### config.mk
export PLATFORM = sky130hd
export DESIGN_NAME = mipspipe_loader_flat
export DESIGN_NICKNAME = d
export VERILOG_FILES = /design/src/rtl/mipspipe_loader_if.sv /design/src/rtl/mipspipe_loader.sv /design/src/flat_wrapper.sv
export SDC_FILE = /design/constraint.sdc
export NUM_CORES = 1
export LEC_CHECK = 0
export ABC_AREA = 1
export BUFFER_PORTS_ARGS = -buffer_cell sky130_fd_sc_hd__buf_2
export CORE_ASPECT_RATIO = 1.5
export CORE_MARGIN = 4
export CORE_UTILIZATION = 35
export CTS_BUF_LIST = sky130_fd_sc_hd__clkbuf_8
export CTS_CLUSTER_SIZE = 10
export DETAILED_ROUTE_END_ITERATION = 12
export HOLD_SLACK_MARGIN = 0.03
export SYNTH_ARGS = -nofsm -noshare
export SYNTH_HDL_FRONTEND = slang
export SYNTH_SLANG_ARGS = --single-unit
### constraint.sdc
create_clock -name clock -period 1.8 [get_ports clock]
set_input_delay 0.36 -clock clock [delete_from_list [all_inputs] [get_ports clock]]
set_output_delay 0.36 -clock clock [all_outputs]
set_load 0.05 [all_outputs]
### src/rtl/mipspipe_loader_if.sv
// Word-stream handshake between the host stimulus source and the program/data loader.
interface mipspipe_loader_if #(
    parameter int DATA_W = 32
);
    logic              in_valid;
    logic              in_ready;
    logic [DATA_W-1:0] in_data;
    logic              in_last;

    modport master (
        output in_valid,
        output in_data,
        output in_last,
        input  in_ready
    );

    modport slave (
        input  in_valid,
        input  in_data,
        input  in_last,
        output in_ready
    );
endinterface

### src/rtl/mipspipe_loader.sv
// Fills IMEM then DMEM from a word stream, then enables the MIPS core for a fixed
// number of cycles and flags completion.
module mipspipe_loader #(
    parameter int ADDR_W     = 5,
    parameter int DATA_W     = 32,
    parameter int RUN_CYCLES = 16,
    parameter int CNT_W      = 8
) (
    input  logic              clock,
    input  logic              reset,
    mipspipe_loader_if.slave  in_if,
    output logic              imem_we,
    output logic              dmem_we,
    output logic [ADDR_W-1:0] mem_addr,
    output logic [DATA_W-1:0] mem_wdata,
    output logic              cpu_run,
    output logic [CNT_W-1:0]  run_count,
    output logic              done,
    output logic              overflow
);

    typedef enum logic [1:0] {
        LOAD_I,
        LOAD_D,
        RUN,
        DONE
    } state_t;

    localparam logic [ADDR_W-1:0] ADDR_TOP = '1;
    localparam logic [CNT_W-1:0]  RUN_LAST = CNT_W'(RUN_CYCLES);

    state_t            state_q, state_d;
    logic [ADDR_W-1:0] addr_q, addr_d;
    logic              imem_we_q, imem_we_d;
    logic              dmem_we_q, dmem_we_d;
    logic [ADDR_W-1:0] mem_addr_q, mem_addr_d;
    logic [DATA_W-1:0] mem_wdata_q, mem_wdata_d;
    logic              cpu_run_q, cpu_run_d;
    logic [CNT_W-1:0]  run_count_q, run_count_d;
    logic              done_q, done_d;
    logic              overflow_q, overflow_d;
    logic [CNT_W-1:0]  count_inc;
    logic              ready;
    logic              xfer;
    logic              at_top;

    // Gating with reset keeps the stream stalled during the reset cycle itself.
    assign ready     = ((state_q == LOAD_I) || (state_q == LOAD_D)) && !reset;
    assign xfer      = in_if.in_valid && ready;
    assign at_top    = (addr_q == ADDR_TOP);
    assign count_inc = run_count_q + 1'b1;

    always_comb begin
        state_d     = state_q;
        addr_d      = addr_q;
        imem_we_d   = 1'b0;
        dmem_we_d   = 1'b0;
        mem_addr_d  = mem_addr_q;
        mem_wdata_d = mem_wdata_q;
        cpu_run_d   = cpu_run_q;
        run_count_d = run_count_q;
        done_d      = done_q;
        overflow_d  = overflow_q;

        unique case (state_q)
            LOAD_I, LOAD_D: begin
                if (xfer) begin
                    mem_addr_d  = addr_q;
                    mem_wdata_d = in_if.in_data;
                    if (state_q == LOAD_I) begin
                        imem_we_d = 1'b1;
                    end else begin
                        dmem_we_d = 1'b1;
                    end
                    // The top address closes the phase so the counter never wraps.
                    if (in_if.in_last || at_top) begin
                        addr_d = '0;
                        if (!in_if.in_last) begin
                            overflow_d = 1'b1;
                        end
                        state_d = (state_q == LOAD_I) ? LOAD_D : RUN;
                    end else begin
                        addr_d = addr_q + 1'b1;
                    end
                end
            end
            RUN: begin
                // First RUN cycle carries the final DMEM strobe, so the core starts one later.
                if (!cpu_run_q) begin
                    cpu_run_d = 1'b1;
                end else begin
                    run_count_d = count_inc;
                    if (count_inc == RUN_LAST) begin
                        cpu_run_d = 1'b0;
                        done_d    = 1'b1;
                        state_d   = DONE;
                    end
                end
            end
            DONE: begin
            end
            default: begin
                state_d = LOAD_I;
            end
        endcase
    end

    always_ff @(posedge clock) begin
        if (reset) begin
            state_q     <= LOAD_I;
            addr_q      <= '0;
            imem_we_q   <= 1'b0;
            dmem_we_q   <= 1'b0;
            mem_addr_q  <= '0;
            mem_wdata_q <= '0;
            cpu_run_q   <= 1'b0;
            run_count_q <= '0;
            done_q      <= 1'b0;
            overflow_q  <= 1'b0;
        end else begin
            state_q     <= state_d;
            addr_q      <= addr_d;
            imem_we_q   <= imem_we_d;
            dmem_we_q   <= dmem_we_d;
            mem_addr_q  <= mem_addr_d;
            mem_wdata_q <= mem_wdata_d;
            cpu_run_q   <= cpu_run_d;
            run_count_q <= run_count_d;
            done_q      <= done_d;
            overflow_q  <= overflow_d;
        end
    end

    assign in_if.in_ready = ready;
    assign imem_we        = imem_we_q;
    assign dmem_we        = dmem_we_q;
    assign mem_addr       = mem_addr_q;
    assign mem_wdata      = mem_wdata_q;
    assign cpu_run        = cpu_run_q;
    assign run_count      = run_count_q;
    assign done           = done_q;
    assign overflow       = overflow_q;

endmodule

### src/flat_wrapper.sv
// flat-port wrapper written by rule: the top's interface ports become plain ports
module mipspipe_loader_flat 
#(
    parameter int ADDR_W     = 5,
    parameter int DATA_W     = 32,
    parameter int RUN_CYCLES = 16,
    parameter int CNT_W      = 8
)
  (clock, reset, imem_we, dmem_we, mem_addr, mem_wdata, cpu_run, run_count, done, overflow, in_if_in_valid, in_if_in_data, in_if_in_last, in_if_in_ready);
  mipspipe_loader_if #(.DATA_W(DATA_W)) in_if_i ();
  input  logic clock;
  input  logic reset;
  output logic imem_we;
  output logic dmem_we;
  output logic [ADDR_W-1:0] mem_addr;
  output logic [DATA_W-1:0] mem_wdata;
  output logic cpu_run;
  output logic [CNT_W-1:0] run_count;
  output logic done;
  output logic overflow;
  input wire logic [$bits(in_if_i.in_valid)-1:0] in_if_in_valid;
  input wire logic [$bits(in_if_i.in_data)-1:0] in_if_in_data;
  input wire logic [$bits(in_if_i.in_last)-1:0] in_if_in_last;
  output wire logic [$bits(in_if_i.in_ready)-1:0] in_if_in_ready;
  assign in_if_i.in_valid = in_if_in_valid;
  assign in_if_i.in_data = in_if_in_data;
  assign in_if_i.in_last = in_if_in_last;
  assign in_if_in_ready = in_if_i.in_ready;
  mipspipe_loader #(.ADDR_W(ADDR_W), .DATA_W(DATA_W), .RUN_CYCLES(RUN_CYCLES), .CNT_W(CNT_W)) u_core (.clock(clock), .reset(reset), .in_if(in_if_i), .imem_we(imem_we), .dmem_we(dmem_we), .mem_addr(mem_addr), .mem_wdata(mem_wdata), .cpu_run(cpu_run), .run_count(run_count), .done(done), .overflow(overflow));
endmodule
==> run_results.csv, run 1 <==
group,metric,value,unit
run_status,status,"complete, no violations",
route,wl_per_cell,11.17,um
cells_and_area,diodes,0,
floorplan,ios,87,
cells_and_area,register_area,0.001141,mm^2
sta,finalCriticalPeriod,1.513,ns
clocking,clock-sinks,57,
setup_path,path_max_fanout,3,
power_and_ir_drop,max-vdd-ir-drop,0.5454,mV
place,dp_slack,0.2413,ns
clocking,post_cts.repair.setup_buffers,0,
synthesis,synth_compound_area_share,13.59,%
global_routing,grt.met2_usage,22.03,%
setup_path,required,2.02,ns
sta,hold_violations,0,
global_routing,grt_max_degree,46,
setup_path,endpoint_kind,"register",
synthesis,synthAdderAreaFrac,1.706,%
global_routing,antenna_found_initial,0,
min_path,whs_path_depth,3,
global_routing,grtUsageMet1,17.22,%
sta,grt_setup_unrepaired,"false",
sta,slew-limit-headroom,74.12,%
sta,drv_slew,0,
place,gp_congestion,0.8545,
synthesis,yosys.area_share.simple,25.18,%
route,drt_pass1_iterations,4,
run,cap_violations,0,
global_routing,grt_overflow_total,0,
synthesis,synthMuxAreaShare,0,%
sta,tightestPinTransition,0.3878,ns
route,vias_per_cell,4.512,
setup_path,worstSetupPathType,"reg -> reg",
cells_and_area,fin_nets,417,
place,dpl.cell_count,441,
sta,fmax,0.6612,GHz
sta,fin_ws,0.2875,ns
setup_path,worstPathArrival,1.74,ns
floorplan,initial_utilization,35.90,%
synthesis,avgSynthCellArea,7.589,um^2
clocking,tritoncts,"built",
floorplan,core,0.006131,mm^2
global_routing,grt_pass1_vias,1978,
clocking,cts_resized,0,
power_and_ir_drop,powerDensity,1054,mW/mm^2
synthesis,syn-cell-area,0.002201,mm^2
synthesis,synth_xor_xnor_area_share,0.3980,%
cells_and_area,final_cells,457,
floorplan,fp.dieW,72.75,um
sta,setup_viol,0,
clocking,clk_path_buf_depth,2,
route,drt_iter0_drc,46,
synthesis,synth_top_area_share,51.85,%
sta,fin_tns_setup,0,ns
synthesis,ys_seq_area_share,51.85,%
synthesis,yosysWarnings,0,
global_routing,grt_most_used_layer,"met2",
synthesis,yosysTopAreaCell,"dfxtp_1",
floorplan,design.die.area,0.007647,mm^2
min_path,holdCritPathClass,"in -> reg",
synthesis,synth.distinct_cells,24,
route,via_count,2062,
sta,layout_worst_path_cycle_share,84.03,%
clocking,cts_hold_buf,0,
synthesis,netlist_instances,290,
clocking,clkLatencyLatePin,0.33,ns
setup_path,cp-start-kind,"register",
place,dp_hpwl,3789,um
synthesis,synth_fp_nets,329,
clocking,cts_buffers,9,
global_routing,grt_pass1_wl,8804,um
sta,worst_clock_skew,0.006637,ns
route,wirelength,5106,um
floorplan,rows,35,
route,drc_errors,0,
cells_and_area,multi_input_area,899.6,um^2
clocking,root_buffer,"clkbuf_8",
clocking,path_clk_slew,0.07,ns
setup_path,ff2ff_path_depth,11,
synthesis,synth_top_family_by_area,"simple AND/OR/NAND/NOR gates",
cells_and_area,drive_above_1_share,29.24,%
route,postRouteAntennaNets,0,
floorplan,die_y,105.1,um
place,portBuffers,86,
clocking,cts_max_level,3,
synthesis,ys_ff_latch,57,
synthesis,synthTopCellsByArea,"dfxtp_1 52%, nand2_1 16%, o21ai_0 4.8%",
power_and_ir_drop,p_leak,1.384,nW
cells_and_area,nFillCells,621,
global_routing,grt.total_usage,14.56,%
cells_and_area,area_delta_synth_final,33.83,%
global_routing,grtUsageMet3,6.064,%
## cell families after synthesis
logic type / count (synthesis)
fa+ha+maj: 3
compound gates: 58
buf+inv: 39
flops: 57
xor+xnor: 1
simple gates: 132
## Yosys cell counts
cell type	count
nor3b_1	1
nor2_4	1
nor2_1	16
o21ai_0	21
ha_1	3
nand2_1	94
buf_4	3
buf_2	2
nand2_2	1
a31oi_1	1
clkbuf_1	8
nand3_1	13
inv_1	24
xnor2_1	1
a21oi_1	12
nor4_1	1
dfxtp_1	57
inv_2	2
nor3_1	2
o21ai_1	21
nor3b_4	1
nand4_1	1
o211ai_1	3
nand3_2	1
## metrics by stage
stage | hold slack (ns) | cell area, um^2 | power [mW] | util (%)
after floorplan | 0.4138 | 2201 | 1.677 | -
after global placement | 0.4373 | 2716 | 1.800 | 44.31
after detailed placement | 0.4423 | 2716 | 1.802 | 44.31
after CTS | 0.2111 | 2945 | 3.157 | 48.04
after global routing | 0.2200 | 2945 | 3.247 | 48.04
final | 0.2294 | 2945 | 3.103 | 48.04
## where the power goes
group,total (mW),switching (mW),internal [mW]
Clock,1.33,0.483,0.849
Sequential,1.35,0.0288,1.32
Combinational,0.421,0.312,0.110
Total,3.10,0.823,2.28
## cell type report
type,count,share of cell area (%)
inverter,26,3.314
tap,74,3.144
clock inverter,5,2.634
sequential,57,38.74
clock buffer,11,5.140
multi-input combinational,194,30.54
timing repair buffer,90,16.48
## layer usage
layer	share of wire [%]	routed length, um
met5	0	0
met4	2.4	121
met3	9.7	496
met2	45	2299
met1	43	2188
## cells in the final DEF (no fill, tap or decap), drive strengths merged
cell type and instances:
nor3b 2, dfxtp 57, xnor2 1, clkinv 2
nor2 17, inv 26, nand3 14, clkbuf 11
o21ai 42, a31oi 1, nor3 2, nand2 95
bufinv 2, clkinvlp 1, nor4 1, a21oi 12
ha 3, buf 90, o211ai 3, nand4 1
## critical path, cell delays in order (launching register included)
cell     delay (ns)
dfxtp_1        0.37
ha_1           0.18
inv_1          0.05
nor3_1         0.15
ha_1           0.19
nor2_1         0.05
inv_1          0.08
nand4_1        0.12
nand2_1        0.09
inv_1          0.04
nand2_1        0.05
inv_1          0.03
## path summary, 6_finish.rpt
kind              slack (ns)               from                   end
setup / recovery        0.29   u_core.addr_q[0]     u_core.state_q[0]
hold reg to reg         0.46        u_core.done           u_core.done
hold / removal          0.23  in_if_in_data[26]  u_core.mem_wdata[26]
setup reg to reg        0.29   u_core.addr_q[0]     u_core.state_q[0]
## state kept, by name (all words and copies together) (netlist names)
signal and count:
u_core.imem_we 1, u_core.overflow 1, u_core.cpu_run 1, u_core.done 1, u_core.mem_addr 5, u_core.mem_wdata 32, u_core.state_q 2, u_core.run_count 8
u_core.dmem_we 1, u_core.addr_q 5
No activity file was read; power rests on OpenSTA's default activity.
==> run 2: changes to the inputs <==
clock period = 1.4 ns   (was 1.8 ns; I/O delays follow)
==> run_results.csv, run 2 (synthesis gave the netlist of run 1 again) <==
group,metric,value,unit
floorplan,die_y,105.1,um
clocking,cts_max_level,3,
sta,tightestPinTransition,0.3089,ns
run_status,status,"finished, violations left",
clocking,path_clk_slew,0.06,ns
cells_and_area,diodes,0,
route,drc_errors,0,
sta,fmax,0.6994,GHz
sta,finalCriticalPeriod,1.430,ns
setup_path,required,1.62,ns
setup_path,worstSetupPathType,"reg -> reg",
cells_and_area,final_cells,467,
run,cap_violations,0,
setup_path,critPathMostFrequentCell,"inv_2",
route,drt_pass1_iterations,4,
floorplan,ios,87,
place,dp_hpwl,3961,um
setup_path,cp-endpoint,"u_core.state_q[0]",
power_and_ir_drop,max-vdd-ir-drop,0.6338,mV
floorplan,core,0.006131,mm^2
power_and_ir_drop,finalPower,3.787,mW
sta,hold_violations,0,
setup_path,worst-path-buf-inv,4,
place,portBuffers,86,
place,gp_congestion,0.7977,
sta,grt_setup_unrepaired,"true",
min_path,holdCritPathClass,"in -> reg",
setup_path,r2r-start,"u_core.addr_q[0]",
clocking,root_buffer,"clkbuf_8",
setup_path,timing.rr.end,"u_core.state_q[0]",
cells_and_area,layout_commonest_cell,"nand2_1",
setup_path,endpoint_kind,"register",
route,wirelength,5374,um
sta,layout_worst_path_cycle_share,102.1,%
sta,slew-limit-headroom,79.21,%
route,wl_per_cell,11.51,um
setup_path,worstSetupStartpoint,"u_core.addr_q[0]",
cells_and_area,multi_input_area,987.2,um^2
place,dp_slack,-0.06006,ns
run_status,violations,"negative setup slack",
setup_path,cp_top_family,"simple AND/OR/NAND/NOR gates",
cells_and_area,largest_register_ffs,32,
floorplan,initial_utilization,35.90,%
global_routing,grt_overflow_total,0,
clocking,clk_path_buf_depth,2,
route,postRouteAntennaNets,0,
clocking,cts_hold_buf,0,
power_and_ir_drop,p_leak,1.441,nW
setup_path,max_stage_delay,0.33,ns
cells_and_area,drive_above_1_share,38.68,%
clocking,cts_buffers,9,
setup_path,cpMaxStageDelayCell,"dfxtp_2",
floorplan,rows,35,
setup_path,path_max_fanout,3,
sta,fin_ws,-0.02975,ns
global_routing,grt_pass1_wl,8907,um
route,via_count,2115,
global_routing,grt.total_usage,14.64,%
cells_and_area,area_delta_synth_final,41.67,%
sta,drv_slew,0,
setup_path,cp-start-kind,"register",
cells_and_area,final_util,50.86,%
setup_path,worstPathArrival,1.65,ns
floorplan,design.die.area,0.007647,mm^2
global_routing,grt_max_degree,39,
clocking,clkLatencyLatePin,0.32,ns
clocking,tritoncts,"built",
power_and_ir_drop,powerDensity,1215,mW/mm^2
global_routing,antenna_found_initial,0,
global_routing,grt_pass1_vias,2033,
floorplan,fp.dieW,72.75,um
sta,worst_clock_skew,0.004294,ns
cells_and_area,mostFrequentLayoutCells,"92 x nand2_1, 85 x buf_2, 46 x dfxtp_1, 23 x inv_1",
min_path,whs_path_depth,3,
place,dpl.cell_count,451,
setup_path,rrSetupSlack,-0.03,ns
cells_and_area,fin_nets,428,
setup_path,crit_cells,11,
setup_path,cp_cell_sequence,"ha_4 -> inv_2 -> nor3_2 -> ha_2 -> nor2_2 -> inv_2 -> buf_4 -> nand2_4 -> nand3_1 -> nand2_1 -> inv_1",
route,drt_iter0_drc,129,
route,vias_per_cell,4.529,
cells_and_area,nFillCells,606,
sta,setup_viol,3,
cells_and_area,register_area,0.001162,mm^2
setup_path,ff2ff_path_depth,11,
clocking,clock-sinks,57,
## run 2: cell count changes in the layout (fill, tap and decap cells not counted), moves of 3 or more
cell	delta
buf_4	+11
dfxtp_1	-11
dfxtp_2	+8
dfxtp_4	+3
ha_1	-3
nand3_1	-3
nand3_2	+3
nor2_1	-8
nor2_2	+7
## run 2: final cells by class
class                           instances  share of cell area, %
Multi-Input combinational cell        194                  31.66
Clock inverter                          4                  1.404
Inverter                               26                  3.130
Sequential cell                        57                  37.28
Clock buffer                           11                  4.856
Timing Repair Buffer                  101                  18.70
Tap cell                               74                  2.970
## run 2: metal layers
| layer | share of wire [%] | track usage, % |
|---|---|---|
| met2 | 48 | 23.58 |
| met3 | 7.4 | 5.679 |
| met5 | 0 | 0 |
| met4 | 1.0 | 5.145 |
| met1 | 43 | 17.40 |
## run 2: worst min path at each step
stage / from / end
2_1_floorplan: in_if_in_data[16] / u_core.mem_wdata[16]
3_3_place_gp: u_core.state_q[0] / u_core.imem_we
3_5_place_dp: u_core.state_q[0] / u_core.imem_we
4_1_cts: in_if_in_data[16] / u_core.mem_wdata[16]
5_1_grt: in_if_in_data[17] / u_core.mem_wdata[17]
6_report: in_if_in_data[16] / u_core.mem_wdata[16]
## run 2: worst reg2reg max path, stage by stage (launching register included)
cell and delay (ns):
dfxtp_2 0.33, ha_4 0.16, inv_2 0.05, nor3_2 0.04, ha_2 0.19, nor2_2 0.11, inv_2 0.06, buf_4 0.14
nand2_4 0.07, nand3_1 0.08, nand2_1 0.07, inv_1 0.04
## run 2: stage by stage
stage	hold WS [ns]	area [um^2]	setup TNS (ns)
2_1_floorplan	0.3927	2218	0
4_1_cts	0.1348	3054	-0.001808
3_3_place_gp	0.4372	2821	0
5_1_grt	0.1346	3118	-0.5151
3_5_place_dp	0.4338	2821	-0.2361
6_report	0.1552	3118	-0.04477
## run 2: what timing repair did
action / in CTS / in global routing
setup endpoints to repair: 8 / 9
resized for setup: 12 / 16
buffers inserted: 0 / 1
pin swaps: 3 / 8
## run 2: power by group
| part | switching [mW] | internal [mW] | total, mW |
|---|---|---|---|
| registers | 0.0392 | 1.69 | 1.73 |
| logic | 0.408 | 0.161 | 0.570 |
| clock network | 0.589 | 0.896 | 1.48 |
==> run 3: changes to the inputs <==
RECOVER_POWER = 100   (was default)
==> run_results.csv, run 3 (synthesis gave the netlist of run 1 again) <==
group,metric,value,unit
global_routing,grt_pass1_vias,2033,
clocking,clk_path_buf_depth,2,
cells_and_area,layout_commonest_cell,"nand2_1",
sta,fmax,0.7008,GHz
place,dpl.cell_count,451,
sta,hold_violations,0,
cells_and_area,mostFrequentLayoutCells,"92 x nand2_1, 50 x clkbuf_2, 46 x dfxtp_1, 36 x buf_2, 24 x inv_1",
cells_and_area,diodes,0,
setup_path,cp-start-kind,"register",
power_and_ir_drop,p_switching,1.039,mW
cells_and_area,nFillCells,613,
run,cap_violations,0,
power_and_ir_drop,power.internal,2.743,mW
clocking,root_buffer,"clkbuf_8",
sta,layout_worst_path_cycle_share,101.9,%
global_routing,grt_overflow_total,0,
setup_path,rrSetupSlack,-0.03,ns
setup_path,r2r-start,"u_core.addr_q[0]",
sta,holdWs,0.1547,ns
cells_and_area,drive_above_1_share,37.66,%
floorplan,core,0.006131,mm^2
setup_path,critPathMostFrequentCell,"inv_2",
power_and_ir_drop,max-vdd-ir-drop,0.6338,mV
floorplan,design.die.area,0.007647,mm^2
route,wirelength,5362,um
route,drt_pass1_iterations,4,
setup_path,timing.rr.end,"u_core.state_q[0]",
run_status,violations,"negative setup slack",
clocking,clkLatencyLatePin,0.32,ns
power_and_ir_drop,p_leak,1.402,nW
power_and_ir_drop,p_seq_share,45.9,%
power_and_ir_drop,clkPwrFrac,39.3,%
min_path,whs_path_depth,3,
setup_path,max_stage_delay,0.33,ns
route,postRouteAntennaNets,0,
sta,fin_ws,-0.02701,ns
cells_and_area,register_area,0.001162,mm^2
cells_and_area,multi_input_area,965.9,um^2
place,gp_congestion,0.7977,
clocking,cts_max_level,3,
setup_path,path_max_fanout,3,
cells_and_area,fin_nets,428,
clocking,cts_buffers,9,
power_and_ir_drop,switching_share,27.46,%
clocking,clock-sinks,57,
setup_path,endpoint_kind,"register",
route,wl_per_cell,11.48,um
clocking,path_clk_slew,0.06,ns
global_routing,grt_pass1_wl,8907,um
min_path,holdCritPathClass,"in -> reg",
route,via_count,2152,
place,portBuffers,86,
route,drt_iter0_drc,134,
floorplan,rows,35,
setup_path,cpMaxStageDelayCell,"dfxtp_2",
sta,grt_setup_unrepaired,"true",
sta,finalCriticalPeriod,1.427,ns
place,dp_hpwl,3961,um
setup_path,cp_top_family,"simple AND/OR/NAND/NOR gates",
floorplan,fp.dieW,72.75,um
global_routing,antenna_found_initial,0,
power_and_ir_drop,powerDensity,1224,mW/mm^2
cells_and_area,largest_register_ffs,32,
floorplan,die_y,105.1,um
floorplan,initial_utilization,35.90,%
clocking,tritoncts,"built",
min_path,min_to,"u_core.mem_wdata[16]",
setup_path,ff2ff_path_depth,11,
global_routing,grt.total_usage,14.64,%
run_status,status,"finished, violations left",
floorplan,ios,87,
clocking,cts_hold_buf,0,
min_path,worstHoldStart,"in_if_in_data[16]",
cells_and_area,final_cells,467,
sta,tightestPinTransition,0.3504,ns
route,vias_per_cell,4.608,
setup_path,crit_cells,11,
setup_path,worst-path-buf-inv,4,
cells_and_area,area_delta_synth_final,40.36,%
route,drc_errors,0,
sta,slew-limit-headroom,76.59,%
setup_path,worstSetupPathType,"reg -> reg",
sta,drv_slew,0,
setup_path,required,1.63,ns
sta,worst_clock_skew,0.005158,ns
global_routing,grt_max_degree,39,
power_and_ir_drop,comb_power_share,14.8,%
setup_path,cp_cell_sequence,"ha_4 -> inv_2 -> nor3_2 -> ha_2 -> nor2_2 -> inv_2 -> buf_4 -> nand2_4 -> nand3_1 -> nand2_1 -> inv_1",
sta,setup_viol,3,
setup_path,worstPathArrival,1.65,ns
[run 3: cell count changes in the layout (fill, tap and decap cells not counted), sizes merged]
cell,before,now
buf,101,51
clkbuf,11,61
[run 3: layout make-up]
| cell class | instances | area share [%] |
|---|---|---|
| clock inverters | 4 | 1.418 |
| inverters | 26 | 3.159 |
| clock buffers | 11 | 4.901 |
| multi-input cells | 194 | 31.27 |
| repair buffers | 101 | 18.63 |
| flip-flops and latches | 57 | 37.63 |
| well taps | 74 | 2.997 |
[run 3: metrics by stage]
stage	power (mW)	TNS, ns	setup WS (ns)	utilization, %	cell area, um^2
finish	3.782	-0.05562	-0.02701	50.39	3089
CTS	3.844	-0.001808	-0.001808	49.82	3054
detailed placement	2.332	-0.2361	-0.06006	46.02	2821
global placement	2.328	0	0.01430	46.02	2821
global route	3.974	-1.882	-0.1721	50.39	3089
floorplan	2.153	0	0.02512	-	2218
[run 3: power by group through the flow]
stage / clock network (mW) / registers (mW) / logic [mW]
after global routing: 1.63 / 1.74 / 0.604
after detailed placement: 0 / 1.76 / 0.567
after CTS: 1.54 / 1.73 / 0.570
final: 1.49 / 1.73 / 0.561
after floorplan: 0 / 2.02 / 0.138
after global placement: 0 / 1.76 / 0.564
[run 3: routing by layer]
metal / vias up / track usage [%] / share of wire (%)
met2: 74 / 23.58 / 48
li1: 1124 / - / -
met4: 0 / 5.145 / 1.5
met5: - / 0 / 0
met1: 947 / 17.40 / 43
met3: 7 / 5.679 / 7.4
[run 3: worst max-delay path by stage]
stage	start	to	slack [ns]
after floorplan	u_core.run_count[1]	u_core.cpu_run	0.03
after global placement	u_core.addr_q[0]	u_core.addr_q[4]	0.01
after detailed placement	u_core.addr_q[0]	u_core.addr_q[3]	-0.06
after CTS	u_core.addr_q[0]	u_core.state_q[0]	-0.002
after global routing	u_core.addr_q[0]	u_core.state_q[0]	-0.17
final	u_core.addr_q[0]	u_core.state_q[0]	-0.03
[run 3: worst reg2reg max path: stages, from the launching register on]
cell	delay, ns
dfxtp_2	0.33
ha_4	0.16
inv_2	0.05
nor3_2	0.04
ha_2	0.19
nor2_2	0.11
inv_2	0.06
buf_4	0.14
nand2_4	0.07
nand3_1	0.08
nand2_1	0.07
inv_1	0.04
[run 3: repair_timing]
action | in CTS | in global routing
resized for setup | 12 | 16
pin swaps | 3 | 8
hold endpoints to repair | 0 | 0
setup buffers | 0 | 1
endpoints found under the setup margin | 8 | 9
